===== config.mk =====
export PLATFORM = sky130hd
export DESIGN_NAME = control_unit_pipelined
export DESIGN_NICKNAME = d
export VERILOG_FILES = /design/src/rtl/cpu_ctrl_pkg.sv /design/src/rtl/ctrl_decode_comb.sv /design/src/rtl/control_unit_pipelined.sv
export SDC_FILE = /design/constraint.sdc
export NUM_CORES = 1
export LEC_CHECK = 0
export ABC_AREA = 1
export CAP_MARGIN = 20
export CORE_ASPECT_RATIO = 1.1
export CORE_UTILIZATION = 48
export DETAILED_ROUTE_END_ITERATION = 8
export GPL_ROUTABILITY_DRIVEN = 0
export GPL_TIMING_DRIVEN = 0
export PLACE_DENSITY = 0.89
export SETUP_SLACK_MARGIN = 0.02
export SYNTH_ARGS = -nofsm -noshare
export SYNTH_HDL_FRONTEND = slang
export SYNTH_SLANG_ARGS = --single-unit

===== constraint.sdc =====
create_clock -name CLK -period 2.75 [get_ports CLK]
set_input_delay 0.55 -clock CLK [delete_from_list [all_inputs] [get_ports CLK]]
set_output_delay 0.55 -clock CLK [all_outputs]
set_load 0.02 [all_outputs]

===== src/rtl/cpu_ctrl_pkg.sv =====
// Shared definitions for the pipelined control unit: opcodes, ALU operation
// codes, FSM state encoding and the registered control bundle.
package cpu_ctrl_pkg;

    localparam int OP_LOADI = 0;
    localparam int OP_MOV   = 1;
    localparam int OP_ADD   = 2;
    localparam int OP_SUB   = 3;
    localparam int OP_AND   = 4;
    localparam int OP_OR    = 5;
    localparam int OP_J     = 6;
    localparam int OP_BEQ   = 7;
    localparam int OP_LWD   = 8;
    localparam int OP_LWI   = 9;
    localparam int OP_SWD   = 10;
    localparam int OP_SWI   = 11;
    localparam int OP_MULT  = 12;
    localparam int OP_SLL   = 13;
    localparam int OP_SRA   = 14;
    localparam int OP_ROR   = 15;
    localparam int OP_BNE   = 16;

    localparam logic [2:0] ALU_FWD = 3'b000;
    localparam logic [2:0] ALU_ADD = 3'b001;
    localparam logic [2:0] ALU_AND = 3'b010;
    localparam logic [2:0] ALU_OR  = 3'b011;
    localparam logic [2:0] ALU_MUL = 3'b100;
    localparam logic [2:0] ALU_SLL = 3'b101;
    localparam logic [2:0] ALU_SRA = 3'b110;
    localparam logic [2:0] ALU_ROR = 3'b111;

    typedef enum logic [1:0] {
        ST_RUN   = 2'd0,
        ST_STALL = 2'd1,
        ST_TRAP  = 2'd2
    } state_e;

    typedef struct packed {
        logic [2:0] aluop;
        logic       write_enable;
        logic       sub_mux_sel;
        logic       imm_mux_sel;
        logic       jump;
        logic       beq;
        logic       bne;
        logic       read;
        logic       write;
        logic       write_sel;
    } ctrl_t;

endpackage


===== src/rtl/ctrl_decode_comb.sv =====
// Combinational opcode decoder: opcode -> control bundle plus illegal flag.
// Extended opcodes decode only when EXT_OPS is non-zero.
module ctrl_decode_comb
    import cpu_ctrl_pkg::*;
#(
    parameter int OPCODE_W = 8,
    parameter int EXT_OPS  = 1
) (
    input  logic [OPCODE_W-1:0] opcode,
    output ctrl_t               ctrl,
    output logic                illegal
);

    logic is_ext;

    always_comb begin
        // NOTE: every output gets a default first so no path can infer a latch.
        ctrl    = '0;
        illegal = 1'b0;
        is_ext  = 1'b0;
        case (int'(opcode))
            OP_LOADI: begin ctrl.aluop = ALU_FWD; ctrl.write_enable = 1'b1; ctrl.imm_mux_sel = 1'b1; end
            OP_MOV:   begin ctrl.aluop = ALU_FWD; ctrl.write_enable = 1'b1; end
            OP_ADD:   begin ctrl.aluop = ALU_ADD; ctrl.write_enable = 1'b1; end
            OP_SUB:   begin ctrl.aluop = ALU_ADD; ctrl.write_enable = 1'b1; ctrl.sub_mux_sel = 1'b1; end
            OP_AND:   begin ctrl.aluop = ALU_AND; ctrl.write_enable = 1'b1; end
            OP_OR:    begin ctrl.aluop = ALU_OR;  ctrl.write_enable = 1'b1; end
            OP_J:     begin ctrl.aluop = ALU_FWD; ctrl.jump = 1'b1; end
            OP_BEQ:   begin ctrl.aluop = ALU_ADD; ctrl.sub_mux_sel = 1'b1; ctrl.beq = 1'b1; end
            OP_LWD:   begin ctrl.aluop = ALU_FWD; ctrl.write_enable = 1'b1; ctrl.read = 1'b1; ctrl.write_sel = 1'b1; end
            OP_LWI:   begin
                ctrl.aluop        = ALU_FWD;
                ctrl.write_enable = 1'b1;
                ctrl.imm_mux_sel  = 1'b1;
                ctrl.read         = 1'b1;
                ctrl.write_sel    = 1'b1;
            end
            OP_SWD:   begin ctrl.aluop = ALU_FWD; ctrl.write = 1'b1; end
            OP_SWI:   begin ctrl.aluop = ALU_FWD; ctrl.imm_mux_sel = 1'b1; ctrl.write = 1'b1; end
            OP_MULT:  begin is_ext = 1'b1; ctrl.aluop = ALU_MUL; ctrl.write_enable = 1'b1; end
            OP_SLL:   begin is_ext = 1'b1; ctrl.aluop = ALU_SLL; ctrl.write_enable = 1'b1; end
            OP_SRA:   begin is_ext = 1'b1; ctrl.aluop = ALU_SRA; ctrl.write_enable = 1'b1; end
            OP_ROR:   begin is_ext = 1'b1; ctrl.aluop = ALU_ROR; ctrl.write_enable = 1'b1; end
            OP_BNE:   begin is_ext = 1'b1; ctrl.aluop = ALU_ADD; ctrl.sub_mux_sel = 1'b1; ctrl.bne = 1'b1; end
            default:  illegal = 1'b1;
        endcase
        // Without the extension the extended opcodes are plain illegal opcodes.
        if (is_ext && (EXT_OPS == 0)) begin
            ctrl    = '0;
            illegal = 1'b1;
        end
    end

endmodule


===== src/rtl/control_unit_pipelined.sv =====
// Registered control unit: one-stage pipeline register with stall hold,
// branch flush, sticky illegal-opcode trap and retired-instruction counter.
module control_unit_pipelined
    import cpu_ctrl_pkg::*;
#(
    parameter int INSTR_W  = 32,
    parameter int OPCODE_W = 8,
    parameter int ALUOP_W  = 3,
    parameter int CNT_W    = 16,
    parameter int EXT_OPS  = 1
) (
    input  logic               CLK,
    input  logic               RESET,
    input  logic [INSTR_W-1:0] INSTRUCTION,
    input  logic               INSTR_VALID,
    input  logic               MEM_BUSYWAIT,
    input  logic               FLUSH,
    output logic [ALUOP_W-1:0] ALUOP,
    output logic               WRITEENABLE,
    output logic               SUBMUXSEL,
    output logic               IMMUXSEL,
    output logic               JUMP,
    output logic               BEQ,
    output logic               BNE,
    output logic               READ,
    output logic               WRITE,
    output logic               WRITESEL,
    output logic               CTRL_VALID,
    output logic               PC_HOLD,
    output logic               ILLEGAL,
    output logic [CNT_W-1:0]   INSTR_COUNT
);

    state_e           state_q, state_d;
    ctrl_t            ctrl_q, ctrl_d;
    logic             valid_q, valid_d;
    logic             illegal_q, illegal_d;
    logic [CNT_W-1:0] count_q, count_d;

    ctrl_t dec_ctrl;
    logic  dec_illegal;
    logic  unused_operands;

    assign unused_operands = ^INSTRUCTION[INSTR_W-OPCODE_W-1:0];

    ctrl_decode_comb #(
        .OPCODE_W (OPCODE_W),
        .EXT_OPS  (EXT_OPS)
    ) u_decode (
        .opcode  (INSTRUCTION[INSTR_W-1 -: OPCODE_W]),
        .ctrl    (dec_ctrl),
        .illegal (dec_illegal)
    );

    always_comb begin
        state_d   = state_q;
        ctrl_d    = ctrl_q;
        valid_d   = valid_q;
        illegal_d = illegal_q;
        count_d   = count_q;
        if (state_q == ST_TRAP) begin
            ctrl_d    = '0;
            valid_d   = 1'b0;
            illegal_d = 1'b1;
        end else if (MEM_BUSYWAIT) begin
            state_d = ST_STALL;
        end else begin
            // Leaving STALL applies the RUN rules on the same edge.
            state_d = ST_RUN;
            if (FLUSH || !INSTR_VALID) begin
                ctrl_d  = '0;
                valid_d = 1'b0;
            end else if (!dec_illegal) begin
                ctrl_d  = dec_ctrl;
                valid_d = 1'b1;
                count_d = count_q + CNT_W'(1);
            end else begin
                ctrl_d    = '0;
                valid_d   = 1'b0;
                illegal_d = 1'b1;
                state_d   = ST_TRAP;
            end
        end
    end

    // NOTE: state registers use non-blocking assignments so every flop samples pre-edge values.
    always_ff @(posedge CLK) begin
        if (RESET) begin
            state_q   <= ST_RUN;
            ctrl_q    <= '0;
            valid_q   <= 1'b0;
            illegal_q <= 1'b0;
            count_q   <= '0;
        end else begin
            state_q   <= state_d;
            ctrl_q    <= ctrl_d;
            valid_q   <= valid_d;
            illegal_q <= illegal_d;
            count_q   <= count_d;
        end
    end

    assign ALUOP       = ALUOP_W'(ctrl_q.aluop);
    assign WRITEENABLE = ctrl_q.write_enable;
    assign SUBMUXSEL   = ctrl_q.sub_mux_sel;
    assign IMMUXSEL    = ctrl_q.imm_mux_sel;
    assign JUMP        = ctrl_q.jump;
    assign BEQ         = ctrl_q.beq;
    assign BNE         = ctrl_q.bne;
    assign READ        = ctrl_q.read;
    assign WRITE       = ctrl_q.write;
    assign WRITESEL    = ctrl_q.write_sel;
    assign CTRL_VALID  = valid_q;
    assign ILLEGAL     = illegal_q;
    assign INSTR_COUNT = count_q;
    assign PC_HOLD     = MEM_BUSYWAIT | (state_q == ST_TRAP);

endmodule

==> impl_results.md <==
- Synth Register Bits: 31
- DIE AREA: 4110 sq um
- Maximum buffer depth of the clock tree: 2
- Share of layout cells above drive strength 1: 0.174
- Setup repair bufs after CTS: 0
- Synth Warn #: 0
- Worst Reg-to-Reg Cells: 8
- Outcome: completed
- Clk network pwr share: 0.470
- Drt via density: about 5.1
- Sequential Power Share: 0.444
- Internal power: just under 0.8 mW
- Cts repair resizes: 0
- Most numerous cell in the Yosys netlist: nand2_1
- Leading area contributor after synthesis: dfxtp_1
- Clock latency on the worst-skew pair: slightly above 0.3 ns
- Rows: 23
- Post-route cell area: 2450 sq um
- Combinational share of power: 0.086
- Setup WS pre-CTS: between 0.2 and 0.25 ns
- Setup TNS: 0 ns
- Met1 GRT Util: 0.258
- GRT overflow: 0
- Largest net degree at the start of global routing: 11
- Post-Place Cells: about 350
- Clock slew at reported path FFs: around 0.060 ns
- Critical path type: in -> out
- CTS tree: done
- Multi-input gate area: about 1100 sq um
- Clk root buf: clkbuf_8
- # port buffers: 42
- Clk_skew: 0.0112 ns
- Total clock sinks: 31
- Hold_ws: between 0.4 and 0.5 ns
- Pwr/cell area: 417 nW/um^2
- RR Endpoint: INSTR_COUNT[14]$_SDFFE_PP0P_
- Crit path max fanout: 6
- Fin crit share: 0.921
- Final setup vio count: 0
- Number of flops mapped to enable cells by yosys: 0
- DP Area: around 2300 sq um
- Count of cell types in the netlist: 29
- Synth Net Count: 299
- Req. time, crit path: roughly 2.2 ns
- Max reg flops: 16
- Worst-Margin Slew: between 0.6 and 0.7 ns
- Leakage power: between 0.9 and 1 nW
- Via count: 1,834
- Share of the synthesized area in the top cell type: 0.335
- Switch Pwr: between 0.2 and 0.25 mW
- Initial DRT Pass Iterations: 4
- Area grow syn2layout: 32.5%
- Syn_area_per_cell: between 7 and 8 sq um
- Wire length per cell: 11.9 um
- CTS Buf Count: 5
- Ports: 68
- Die width: 61.2 um
- Vias in the first global route: around 1,700
- 1st-iter DRT viols: roughly 140
- Fill cells: between 300 and 400
- Global-route met3 utilization: 0.0874
- Starting density of the core: 0.506
- # diodes: 0
- Synth async-reset ratio: 0
- Fin crit period: 2.53 ns
- List of most frequent post-synthesis cells: nand2_1 (65), dfxtp_1 (31), inv_1 (29)
- Final Slew Violations: 0
- Dpl hpwl: approximately 3200 um
- Primary FF master, synth: dfxtp_1
- Reg area: between 600 and 700 sq um
- Layer carrying the most global-route usage: met2
- Max-cap violations: 0
- Crit end category: output pin
- Slack of the critical path: 0.218 ns
- Final Hold Violating Endpoints: 0
- Peak VDD IR: approximately 0.00028 V
- Number of remaining DRC errors: 0
- Net Sw Frac: 0.239
- Fin nets: 348
- GR Util All Layers: 0.242
- WHS Endpoint: ALUOP[0]$_SDFFE_PP0N_
- First-pass GRT wire length: between 7000 and 8000 um
- Hold wc startpoint: ALUOP[0]$_SDFFE_PP0N_
- Die Ht: about 67 um
- RSZ-0062 raised after global routing: no
- Ranking of synthesized cells by area: dfxtp_1 (34%), nand2_1 (13%), nand3_1 (7.0%)
- Origin of the critical flop-to-flop path: INSTR_COUNT[0]$_SDFFE_PP0P_
- Post-Syn Area: about 1900 sq um
- Met2 usage: 0.412
- Hold buffer count at CTS: 0
- Post-synthesis sequential area ratio: 0.335
- Hold depth: 2
- Initial antenna violation count: 0
- Hold Crit Class: reg -> reg
- Fin cells: 361
- R2R setup slack: just over 1 ns
- DRT antenna net count: 0
- Post-Syn Instances: 261
- FMAX: 395 MHz
- CP Launch Type: primary input
- Slew Limit Headroom: 0.539
- H-tree depth: 2
- Final WL: 4300 um
- Worst Path Arrival: around 2.0 ns
- Core area: ~3700 sq um
-- worst max path at each step --
| stage | startpoint | endpoint | slack (ns) | cells past startpoint |
|---|---|---|---|---|
| CTS | MEM_BUSYWAIT | PC_HOLD | 0.22 | 4 |
| detailed placement | MEM_BUSYWAIT | PC_HOLD | 0.25 | 4 |
| finish | MEM_BUSYWAIT | PC_HOLD | 0.22 | 4 |
| global placement | MEM_BUSYWAIT | PC_HOLD | 0.23 | 4 |
| floorplan | INSTRUCTION[29] | INSTR_COUNT[7]$_SDFFE_PP0P_ | 1.12 | 9 |
| global route | MEM_BUSYWAIT | PC_HOLD | 0.15 | 4 |
-- cell usage in the layout, fill, tap and decap left out --
cell type	n
nand2_1	65
a21oi_1	9
dfxtp_1	31
clkinv_2	1
buf_2	1
o21ai_0	5
nor2_1	17
nand4_1	7
bufinv_16	1
nand3b_4	1
xnor2_1	2
nand3_1	26
nor2_2	5
nor2_4	3
inv_1	29
clkbuf_8	6
a21oi_2	10
xor2_1	8
nor3_1	8
buf_4	3
buf_8	1
nand2_2	13
a211o_1	1
a32o_1	1
o211ai_1	1
clkbuf_1	2
nand2_4	2
clkdlybuf4s50_1	42
nor3_2	3
o41ai_1	2
ha_1	1
nand3_4	1
inv_2	3
-- power groups by stage --
stage	Sequential [mW]	Clock, mW	Combinational (mW)
2_1_floorplan	0.466	0	0.0479
3_3_place_gp	0.464	0	0.0856
3_5_place_dp	0.464	0	0.0877
4_1_cts	0.454	0.477	0.0882
5_1_grt	0.454	0.510	0.0961
6_report	0.454	0.481	0.0880
-- logic make-up (layout without fill, tap and decap cells) --
kind of cell,after synthesis,in the layout,share of synthesized area
adders and majority gates,1,1,0.00676
DFF,31,31,0.335
AOI/OAI and AO/OA,29,29,0.109
and+or+nand+nor,151,151,0.410
buffers and inverters,39,89,0.0919
xor gates and xnor gates,10,10,0.0473
-- worst max-delay path, stage by stage --
cell and delay [ns]:
clkdlybuf4s50_1 0.57, inv_1 0.12, nand2_1 0.12, clkdlybuf4s50_1 0.62
-- final cells by class --
| cell class | count | share of cell area |
|---|---|---|
| Timing Repair Buffer | 42 | 0.172 |
| Clock buffer | 6 | 0.0337 |
| Inverter | 32 | 0.0490 |
| Tap cell | 50 | 0.0255 |
| Multi-Input combinational cell | 191 | 0.432 |
| Clock inverter | 2 | 0.0143 |
| Buffer | 7 | 0.0204 |
| Sequential cell | 31 | 0.253 |
-- metrics by stage --
step	utilization	power (mW)
CTS	0.671	1.02
floorplan	-	0.514
global route	0.671	1.06
global placement	0.638	0.549
finish	0.671	1.02
detailed placement	0.638	0.551
-- layer usage --
layer	routed length (um)	up-vias
met3	238	9
met2	2190	51
met4	105	0
li1	-	946
met1	1770	828
met5	0	-
(Power assumes the default switching activity.)
